==> src/rtl/ps2_pkg.sv <==
// Shared scan-code constants, key bit positions and receiver state for the PS/2 arrow-key block.
// Optional build macro: PS2_WASD_EN also maps the W/S/D/A letter keys onto the arrow bits.
package ps2_pkg;

    localparam logic [7:0] SC_EXT   = 8'hE0;
    localparam logic [7:0] SC_BREAK = 8'hF0;
    localparam logic [7:0] SC_UP    = 8'h75;
    localparam logic [7:0] SC_DOWN  = 8'h72;
    localparam logic [7:0] SC_RIGHT = 8'h74;
    localparam logic [7:0] SC_LEFT  = 8'h6B;
    localparam logic [7:0] SC_W     = 8'h1D;
    localparam logic [7:0] SC_S     = 8'h1B;
    localparam logic [7:0] SC_D     = 8'h23;
    localparam logic [7:0] SC_A     = 8'h1C;

    localparam int KEY_UP    = 0;
    localparam int KEY_DOWN  = 1;
    localparam int KEY_RIGHT = 2;
    localparam int KEY_LEFT  = 3;

    typedef enum logic [1:0] {
        RX_IDLE,
        RX_DATA,
        RX_PARITY,
        RX_STOP
    } rx_state_e;

    typedef struct packed {
        logic       hit;
        logic [1:0] idx;
    } key_hit_t;

    // Arrow codes only count after an E0 prefix; letter codes only without one.
    function automatic key_hit_t lookupKey(input logic [7:0] code, input logic ext);
        key_hit_t r;
        r.hit = 1'b0;
        r.idx = 2'd0;
        if (ext) begin
            case (code)
                SC_UP:    begin r.hit = 1'b1; r.idx = 2'(KEY_UP);    end
                SC_DOWN:  begin r.hit = 1'b1; r.idx = 2'(KEY_DOWN);  end
                SC_RIGHT: begin r.hit = 1'b1; r.idx = 2'(KEY_RIGHT); end
                SC_LEFT:  begin r.hit = 1'b1; r.idx = 2'(KEY_LEFT);  end
                default:  ;
            endcase
        end
`ifdef PS2_WASD_EN
        else begin
            case (code)
                SC_W:    begin r.hit = 1'b1; r.idx = 2'(KEY_UP);    end
                SC_S:    begin r.hit = 1'b1; r.idx = 2'(KEY_DOWN);  end
                SC_D:    begin r.hit = 1'b1; r.idx = 2'(KEY_RIGHT); end
                SC_A:    begin r.hit = 1'b1; r.idx = 2'(KEY_LEFT);  end
                default: ;
            endcase
        end
`endif
        return r;
    endfunction

endpackage

==> src/rtl/ps2_arrow_keys_if.sv <==
// Pin and result bundle of the PS/2 arrow-key block; master is the keyboard side, slave the block.
interface ps2_arrow_keys_if;

    logic       ps2_clk;
    logic       ps2_data;
    logic [3:0] keyboard_keys;
    logic [7:0] rx_byte;
    logic       rx_valid;
    logic       frame_error;

    modport master (
        output ps2_clk,
        output ps2_data,
        input  keyboard_keys,
        input  rx_byte,
        input  rx_valid,
        input  frame_error
    );

    modport slave (
        input  ps2_clk,
        input  ps2_data,
        output keyboard_keys,
        output rx_byte,
        output rx_valid,
        output frame_error
    );

endinterface

==> src/rtl/ps2_rx.sv <==
// PS/2 frame receiver: pin synchronizers, falling-edge detect, 11-bit frame FSM and a stall watchdog.
module ps2_rx
    import ps2_pkg::*;
#(
    parameter int unsigned SYNC_STAGES    = 2,
    parameter int unsigned TIMEOUT_CYCLES = 50000
) (
    input  logic       clk,
    input  logic       rst_n,
    input  logic       ps2_clk_i,
    input  logic       ps2_data_i,
    output logic [7:0] rx_byte_o,
    output logic       rx_valid_o,
    output logic       frame_error_o
);

    localparam int unsigned WDOG_W = $clog2(TIMEOUT_CYCLES + 1);

    logic [SYNC_STAGES-1:0] clkSync_q;
    logic [SYNC_STAGES-1:0] dataSync_q;
    logic                   clkPrev_q;
    logic                   fallEdge;
    logic                   dataBit;

    rx_state_e   state_q;
    logic [2:0]  bitCnt_q;
    logic [7:0]  shift_q;
    logic        parity_q;
    logic [7:0]  rxByte_q;
    logic        rxValid_q;
    logic        frameErr_q;
    logic [WDOG_W-1:0] wdog_q;

    // Synchronizers reset low so a released, idle-high clock line never fakes a falling edge.
    always_ff @(posedge clk or negedge rst_n) begin
        if (!rst_n) begin
            clkSync_q  <= '0;
            dataSync_q <= '0;
            clkPrev_q  <= 1'b0;
        end else begin
            clkSync_q  <= {clkSync_q[SYNC_STAGES-2:0], ps2_clk_i};
            dataSync_q <= {dataSync_q[SYNC_STAGES-2:0], ps2_data_i};
            clkPrev_q  <= clkSync_q[SYNC_STAGES-1];
        end
    end

    assign fallEdge = clkPrev_q & ~clkSync_q[SYNC_STAGES-1];
    assign dataBit  = dataSync_q[SYNC_STAGES-1];

    // The watchdog is loaded with 1 on the edge so the timeout pulse lands TIMEOUT_CYCLES after that edge.
    always_ff @(posedge clk or negedge rst_n) begin
        if (!rst_n) begin
            state_q    <= RX_IDLE;
            bitCnt_q   <= '0;
            shift_q    <= '0;
            parity_q   <= 1'b0;
            rxByte_q   <= '0;
            rxValid_q  <= 1'b0;
            frameErr_q <= 1'b0;
            wdog_q     <= '0;
        end else begin
            rxValid_q  <= 1'b0;
            frameErr_q <= 1'b0;
            if (state_q != RX_IDLE && !fallEdge && wdog_q == WDOG_W'(TIMEOUT_CYCLES - 1)) begin
                state_q    <= RX_IDLE;
                frameErr_q <= 1'b1;
                wdog_q     <= '0;
            end else if (fallEdge) begin
                wdog_q <= WDOG_W'(1);
                case (state_q)
                    RX_IDLE: begin
                        bitCnt_q <= '0;
                        if (!dataBit) begin
                            state_q <= RX_DATA;
                        end else begin
                            wdog_q <= '0;
                        end
                    end
                    RX_DATA: begin
                        shift_q  <= {dataBit, shift_q[7:1]};
                        bitCnt_q <= bitCnt_q + 3'd1;
                        if (bitCnt_q == 3'd7) begin
                            state_q <= RX_PARITY;
                        end
                    end
                    RX_PARITY: begin
                        parity_q <= dataBit;
                        state_q  <= RX_STOP;
                    end
                    RX_STOP: begin
                        if (dataBit && (^{shift_q, parity_q})) begin
                            rxByte_q  <= shift_q;
                            rxValid_q <= 1'b1;
                        end else begin
                            frameErr_q <= 1'b1;
                        end
                        state_q <= RX_IDLE;
                        wdog_q  <= '0;
                    end
                    default: state_q <= RX_IDLE;
                endcase
            end else if (state_q != RX_IDLE) begin
                wdog_q <= wdog_q + WDOG_W'(1);
            end
        end
    end

    assign rx_byte_o     = rxByte_q;
    assign rx_valid_o    = rxValid_q;
    assign frame_error_o = frameErr_q;

endmodule

==> src/rtl/ps2_arrow_keys.sv <==
// PS/2 arrow-key front end: receives scan-code set 2 bytes and keeps a held-key vector [left,right,down,up].
// Optional build macro: PS2_WASD_EN (see ps2_pkg::lookupKey).
module ps2_arrow_keys
    import ps2_pkg::*;
#(
    parameter int unsigned SYNC_STAGES    = 2,
    parameter int unsigned TIMEOUT_CYCLES = 50000
) (
    input logic          clk,
    input logic          rst_n,
    ps2_arrow_keys_if.slave bus
);

    logic [7:0] rxByte;
    logic       rxValid;
    logic       frameErr;
    key_hit_t   keyHit;

    logic       e0Seen_q, e0Seen_d;
    logic       f0Seen_q, f0Seen_d;
    logic [3:0] keys_q,   keys_d;

    ps2_rx #(
        .SYNC_STAGES   (SYNC_STAGES),
        .TIMEOUT_CYCLES(TIMEOUT_CYCLES)
    ) u_rx (
        .clk          (clk),
        .rst_n        (rst_n),
        .ps2_clk_i    (bus.ps2_clk),
        .ps2_data_i   (bus.ps2_data),
        .rx_byte_o    (rxByte),
        .rx_valid_o   (rxValid),
        .frame_error_o(frameErr)
    );

    assign keyHit = lookupKey(rxByte, e0Seen_q);

    // Prefix bytes only arm flags; the next non-prefix byte consumes them whether or not it maps to a key.
    always_comb begin
        e0Seen_d = e0Seen_q;
        f0Seen_d = f0Seen_q;
        keys_d   = keys_q;
        if (frameErr) begin
            e0Seen_d = 1'b0;
            f0Seen_d = 1'b0;
        end else if (rxValid) begin
            if (rxByte == SC_EXT) begin
                e0Seen_d = 1'b1;
            end else if (rxByte == SC_BREAK) begin
                f0Seen_d = 1'b1;
            end else begin
                if (keyHit.hit) begin
                    keys_d[keyHit.idx] = ~f0Seen_q;
                end
                e0Seen_d = 1'b0;
                f0Seen_d = 1'b0;
            end
        end
    end

    always_ff @(posedge clk or negedge rst_n) begin
        if (!rst_n) begin
            e0Seen_q <= 1'b0;
            f0Seen_q <= 1'b0;
            keys_q   <= '0;
        end else begin
            e0Seen_q <= e0Seen_d;
            f0Seen_q <= f0Seen_d;
            keys_q   <= keys_d;
        end
    end

    assign bus.keyboard_keys = keys_q;
    assign bus.rx_byte       = rxByte;
    assign bus.rx_valid      = rxValid;
    assign bus.frame_error   = frameErr;

endmodule

==> src/flat_wrapper.sv <==
// flat-port wrapper written by rule: the top's interface ports become plain ports
module ps2_arrow_keys_flat import ps2_pkg::*;
#(
    parameter int unsigned SYNC_STAGES    = 2,
    parameter int unsigned TIMEOUT_CYCLES = 50000
)
  (clk, rst_n, bus_ps2_clk, bus_ps2_data, bus_keyboard_keys, bus_rx_byte, bus_rx_valid, bus_frame_error);
  ps2_arrow_keys_if bus_i ();
  input logic clk;
  input logic rst_n;
  input wire logic [$bits(bus_i.ps2_clk)-1:0] bus_ps2_clk;
  input wire logic [$bits(bus_i.ps2_data)-1:0] bus_ps2_data;
  output wire logic [$bits(bus_i.keyboard_keys)-1:0] bus_keyboard_keys;
  output wire logic [$bits(bus_i.rx_byte)-1:0] bus_rx_byte;
  output wire logic [$bits(bus_i.rx_valid)-1:0] bus_rx_valid;
  output wire logic [$bits(bus_i.frame_error)-1:0] bus_frame_error;
  assign bus_i.ps2_clk = bus_ps2_clk;
  assign bus_i.ps2_data = bus_ps2_data;
  assign bus_keyboard_keys = bus_i.keyboard_keys;
  assign bus_rx_byte = bus_i.rx_byte;
  assign bus_rx_valid = bus_i.rx_valid;
  assign bus_frame_error = bus_i.frame_error;
  ps2_arrow_keys #(.SYNC_STAGES(SYNC_STAGES), .TIMEOUT_CYCLES(TIMEOUT_CYCLES)) u_core (.clk(clk), .rst_n(rst_n), .bus(bus_i));
endmodule
==> config.mk <==
export PLATFORM = sky130hd
export DESIGN_NAME = ps2_arrow_keys_flat
export DESIGN_NICKNAME = d
export VERILOG_FILES = /design/src/rtl/ps2_pkg.sv /design/src/rtl/ps2_arrow_keys_if.sv /design/src/rtl/ps2_rx.sv /design/src/rtl/ps2_arrow_keys.sv /design/src/flat_wrapper.sv
export SDC_FILE = /design/constraint.sdc
export NUM_CORES = 1
export LEC_CHECK = 0
export ABC_CLOCK_PERIOD_IN_PS = 1780
export CAP_MARGIN = 20
export CORE_UTILIZATION = 52
export CTS_CLUSTER_SIZE = 25
export DETAILED_ROUTE_END_ITERATION = 7
export HOLD_SLACK_MARGIN = 0.03
export PLACE_DENSITY = 0.75
export REMOVE_ABC_BUFFERS = 1
export SYNTH_ARGS = -nofsm -noshare
export SYNTH_HDL_FRONTEND = slang
export SYNTH_SLANG_ARGS = --single-unit
==> constraint.sdc <==
create_clock -name clk -period 1.78 [get_ports clk]
set_input_delay 0.178 -clock clk [delete_from_list [all_inputs] [get_ports clk]]
set_output_delay 0.178 -clock clk [all_outputs]
set_load 0.01 [all_outputs]
== Word level (Yosys, flattened, before mapping) ==
Index checks and enable logic that the tools add are counted.
Operators by class
  $add $sub $neg: 2
  order comparisons: 2
  equal/unequal tests: 15
  multiplexer cells: 32
  bitwise gates (word level): 7
  reduce and logical (&&, ||, !) cells: 20
Operators by type and width (count)
  two-way mux 16 bit: 3
  == test 8 x 7 -> 1 bit, second input constant: 4
  two-way mux 1 bit: 18
  adder 16 x 1 -> 16 bit, second input constant: 1
  == test 16 bit, second input constant: 1
  == test 8 bit, second input constant: 2
  one-hot mux 3 bit (4 select lines): 1
  AND reduction 3 bit: 4
  XOR reduction 9 bit: 1
  two-way mux 2 bit: 4
  one-hot mux 2 bit (4 select lines): 1
  nonzero test 2 bit: 4
  inequality test 3 bit, second input constant: 2
  inverter 1 bit: 6
  one-hot mux 3 bit (2 select lines): 1
  AND reduction 5 bit: 1
  bitwise mux 4 bit: 1
  == test 2 bit, second input constant: 2
  logical AND 1 bit: 4
  AND reduction 2 bit: 2
  AND reduction 4 bit: 1
  adder 3 x 1 -> 3 bit, second input constant: 1
  == test 3 bit, second input constant: 1
  less-than comparator 2 x 3 -> 1 bit, second input constant: 1
  other kinds (11): 11
Storage, ports and cells
  flip-flop bits (word level): 51
  bits of input ports: 4
  output and inout port bits: 14
  word-level logic and storage cells: 92

== Longest topological paths before layout ==
  depth after elaboration: 8
  gate-level depth with buffers: 7

== By module ==
From an unflattened synthesis, not the netlist that was laid out.
Second synthesis, totals
  cells, all modules: 231
  area, all modules: 2562.5 µm²
Modules (own cells, without submodules)
  ps2_rx: instances 1, cells an instance 190, area each 2147.1 µm²
  ps2_arrow_keys: instances 1, cells an instance 41, area each 415.4 µm²

== Worst setup path after synthesis ==
No wires, ideal clock.
  path type: reg2reg
  start point: register u_core.u_rx.wdog_q[10]
  end point: register u_core.u_rx.state_q[1]
  setup time: 0.125 ns
  data arrival time: 1.743 ns
  required time: 1.655 ns
  path slack: -0.088 ns
  stages on the path, launching flop included: 6
  buffers on the path: 1
  cell sequence: dfrtp_1 > or4b_1 > nor4_4 > buf_6 > a21oi_2 > mux2_4
Between the ends
  cells in the longest elaborated chain, start to end: 4
  elaborated cells between the ends (all ways): 7
RTL lines
  start, declared: line ps2_rx.sv:32  | logic [WDOG_W-1:0] wdog_q;
  start signal, assigned: line ps2_rx.sv:103  | wdog_q <= wdog_q + WDOG_W'(1);
  == test 16 bit (*): line ps2_rx.sv:64  | if (state_q != RX_IDLE && !fallEdge && wdog_q == WDOG_W'(TIMEOUT_CYCLES - 1)) begin
  logical AND 1 bit (*): line ps2_rx.sv:64
  inequality test 3 bit (no line) or nonzero test 2 bit (tied branches)
  AND reduction 3 bit (no line)
  end signal, assigned: line ps2_rx.sv:65  | state_q <= RX_IDLE;
  end signal, assigned: line ps2_rx.sv:74  | state_q <= RX_DATA;
  end signal, assigned: line ps2_rx.sv:83  | state_q <= RX_PARITY;
  end, declared: line ps2_rx.sv:25  | rx_state_e state_q;
Mark *: on every way between the ends. The rest lies on a longest branch, timed or not.
A chain may end at the register's enable or synchronous reset.

== Worst setup path in the final report ==
  start point: register u_core.u_rx.wdog_q[4]
  end point: register u_core.u_rx.wdog_q[11]
Between the ends
  cells in the longest elaborated chain, start to end: 4
  elaborated cells between the ends (all ways): 7
RTL lines
  adder 16 x 1 -> 16 bit: line ps2_rx.sv:103
  two-way mux 16 bit: line ps2_rx.sv:102  | end else if (state_q != RX_IDLE) begin
  two-way mux 16 bit: line ps2_rx.sv:68  | end else if (fallEdge) begin
  two-way mux 16 bit: line ps2_rx.sv:64
Several ways; a longest one is shown, not always the timed one. The select of a mux whose other input is x is not followed.

==> flow_summary.ini <==
[drt]
ant_nets = 0
num_vias = 1987
detail_route.wl_per_cell_um = 16.96
via_per_inst = 5.844
detail_route.iter0.violations = 139
routed_wl_um = 5765
drt_first_pass_iters = 4
drc = 0

[cts]
cts_max_level = 2
clock_latency_ns = 0.31
clockBufferDepth = 2
cts.sinks = 51
cts_tree = built
cts_buffers = 5
clkSlewWorstSetupHoldPaths_ns = 0.09
cts_root_buffer = clkbuf_8

[sta]
setup_slack_ns = -0.2532
slew_headroom = 0.6820
fin_skew_ns = 0.008806
finalCritPeriodShare = 1.142
worstMarginPinSlew_ns = 0.4727
hold_viol_final = 0
rsz0062_at_grt = yes
slew_violations = 0
setup_viol = 26
max_freq_mhz = 491.8
fin_crit_ns = 2.033
tns_ns = -4.020

[power]
switching_share = 0.3506
switchingPower_mw = 1.715
peakVddDrop_uv = 1585
p_seq_frac = 0.347
intPower_mw = 3.177
p_leak_nw = 1.525
share_comb_of_total_power = 0.477
p_clk_frac = 0.176
finalPower_mw = 4.892
power_density_nw_per_um2 = 1498

[worst_hold_path]
hp-class = input port to flop

[die]
fp.dieArea_um2 = 5141
die_y_um = 71.70
core_um2 = 4504
rows = 24
io_pins = 18
die_x_um = 71.70
start_util = 0.5608

[global_route]
grt_max_degree = 20
grt_pass1_vias = 2097
grt_overflow = 0
antenna_found_initial = 0
grt_pass1_wl_um = 9763
grt_usage = 0.2494

[worst_setup_path]
max_stage_delay_ns = 0.55
startpoint_type = flop
crit_path_frequent_cell = o21ai_1
end_kind = flop
crit_type = flop to flop
worstPathCellList = or4b_4 > nor4_4 > buf_4 > buf_6 > nor3_2 > o21ai_1 > o21ai_1
worst_ep_required_time_ns = 1.97
crit_path_max_fanout = 3
crit_slowest_cell = or4b_4
arrival_ns = 2.22

[logic_synthesis]
synth_top_area_cell = dfrtp_1
ys_types = 47
ys_ff_latch = 51
ys_warn_count = 0
synth_ff_type = dfrtp_1
synth-async-reset-ratio = 1.000
synth_top_area_frac = 0.5052
synth_cells = 227
synth_edf_count = 0
syn_area_um2 = 2526
ys_seq_area_frac = 0.5052
avgSynthCellArea_um2 = 11.13
netlist_top_cells_area = dfrtp_1 51%, mux2_2 7.6%, ha_1 3.5%

[final_layout]
diodes = 0
area_growth_pct = 29.22
finalNetCount = 298
final_cell_mix = 51 x dfrtp_1, 37 x buf_4, 17 x mux2_2
final_common_cell = dfrtp_1
drive_above_1_share = 0.3264

[place]
globalplace.congestion = 0.8410
io_buffer_count = 17
dp_hpwl_um = 3823

[run_status]
status = finished with violations
violations = negative setup slack

[run]
maxCapViolations = 0
-- layer usage --
metal,vias to the layer above,GRT usage,part of all wire
met5,-,0,0
met4,0,0.1068,0.012
met3,8,0.05485,0.043
met2,46,0.4015,0.50
met1,983,0.3274,0.44
li1,950,-,-
-- power by group through the flow --
stage / sequential, mW / combinational (mW) / clock, mW
2_1_floorplan: 1.68 / 1.17 / 0
3_3_place_gp: 1.68 / 1.77 / 0
3_5_place_dp: 1.70 / 1.84 / 0
4_1_cts: 1.68 / 2.17 / 0.871
5_1_grt: 1.74 / 2.52 / 0.915
6_report: 1.70 / 2.33 / 0.859
-- registers in the layout, indices dropped and copies added (netlist names), 2 cells and up --
name                      cells
u_core.u_rx.state_q           2
u_core.bus.keyboard_keys      4
u_core.u_rx.dataSync_q        2
u_core.u_rx.rx_byte_o         8
u_core.u_rx.bitCnt_q          3
u_core.u_rx.wdog_q           16
u_core.u_rx.shift_q           8
u_core.u_rx.clkSync_q         2
-- cell families (layout without fill, tap and decap cells) --
kind of cell | count (synthesis) | count (layout) | share of synthesized area
AOI/OAI and AO/OA | 44 | 44 | 0.1169
and+or+nand+nor | 84 | 85 | 0.1912
adders and majority gates | 7 | 7 | 0.03467
xor gates and xnor gates | 8 | 8 | 0.03616
DFF | 51 | 51 | 0.5052
muxes | 19 | 19 | 0.08568
buffers and inverters | 14 | 74 | 0.03021
-- timing repair --
action | in CTS | in global routing
hold endpoints to repair | 16 | 0
hold buffers | 1 | 0
gates cloned | 1 | 0
setup endpoints to repair | 26 | 27
pin swaps | 8 | 7
gates resized for setup | 14 | 12
setup buffers | 4 | 2
-- final timing paths --
check	from	end	slack (ns)	cells after the start
worst min-delay path	bus_ps2_clk	u_core.u_rx.clkSync_q[0]	0.30	1
worst max register to register	u_core.u_rx.wdog_q[4]	u_core.u_rx.wdog_q[11]	-0.25	7
worst max-delay path	u_core.u_rx.wdog_q[4]	u_core.u_rx.wdog_q[11]	-0.25	7
max in group asynchronous	rst_n	u_core.u_rx.bitCnt_q[2]	0.85	3
min in group asynchronous	rst_n	u_core.e0Seen_q	0.32	2
worst min register to register	u_core.u_rx.dataSync_q[0]	u_core.u_rx.dataSync_q[1]	0.36	0
-- worst max-delay path, delay by kind of cell, from the launching register on --
family / cells / cell delay, ns
simple gates: 3 / 0.99
compound gates: 2 / 0.21
buf+inv: 2 / 0.32
flops: 1 / 0.39
-- cell type report --
cell class                      instances  area, µm²
Clock buffer                            6      82.58
Clock inverter                          2      38.79
Fill cell                             324       1240
Inverter                                7      26.28
Multi-Input combinational cell        163       1277
Sequential cell                        51       1276
Tap cell                               52      65.06
Timing Repair Buffer                   59      498.0
-- metrics by stage --
stage	hold WS, ns	std cells	cell area [µm²]	util	worst slack [ns]
after detailed placement	0.1365	324	2969	0.6592	-0.2160
final	0.3035	340	3264	0.7247	-0.2532
after global placement	0.1356	324	2969	0.6592	-0.1506
after global routing	0.2911	340	3264	0.7247	-0.3160
after floorplan	-0.1176	220	2476	-	-0.3527
after CTS	0.2949	338	3204	0.7114	-0.1868
-- cell usage after synthesis (3+ instances only) --
| cell type | count |
|---|---|
| a21o_1 | 5 |
| a21oi_1 | 10 |
| buf_6 | 3 |
| clkbuf_1 | 3 |
| dfrtp_1 | 51 |
| ha_1 | 7 |
| inv_1 | 7 |
| mux2_2 | 17 |
| nand2_1 | 17 |
| nand2b_1 | 6 |
| nand3_1 | 12 |
| nand4_1 | 4 |
| nand4b_1 | 3 |
| nor2_1 | 15 |
| nor3_1 | 9 |
| o21ai_0 | 10 |
| o21ai_1 | 5 |
| xnor2_1 | 4 |
Note: power is estimated with default switching activity, not from simulation.
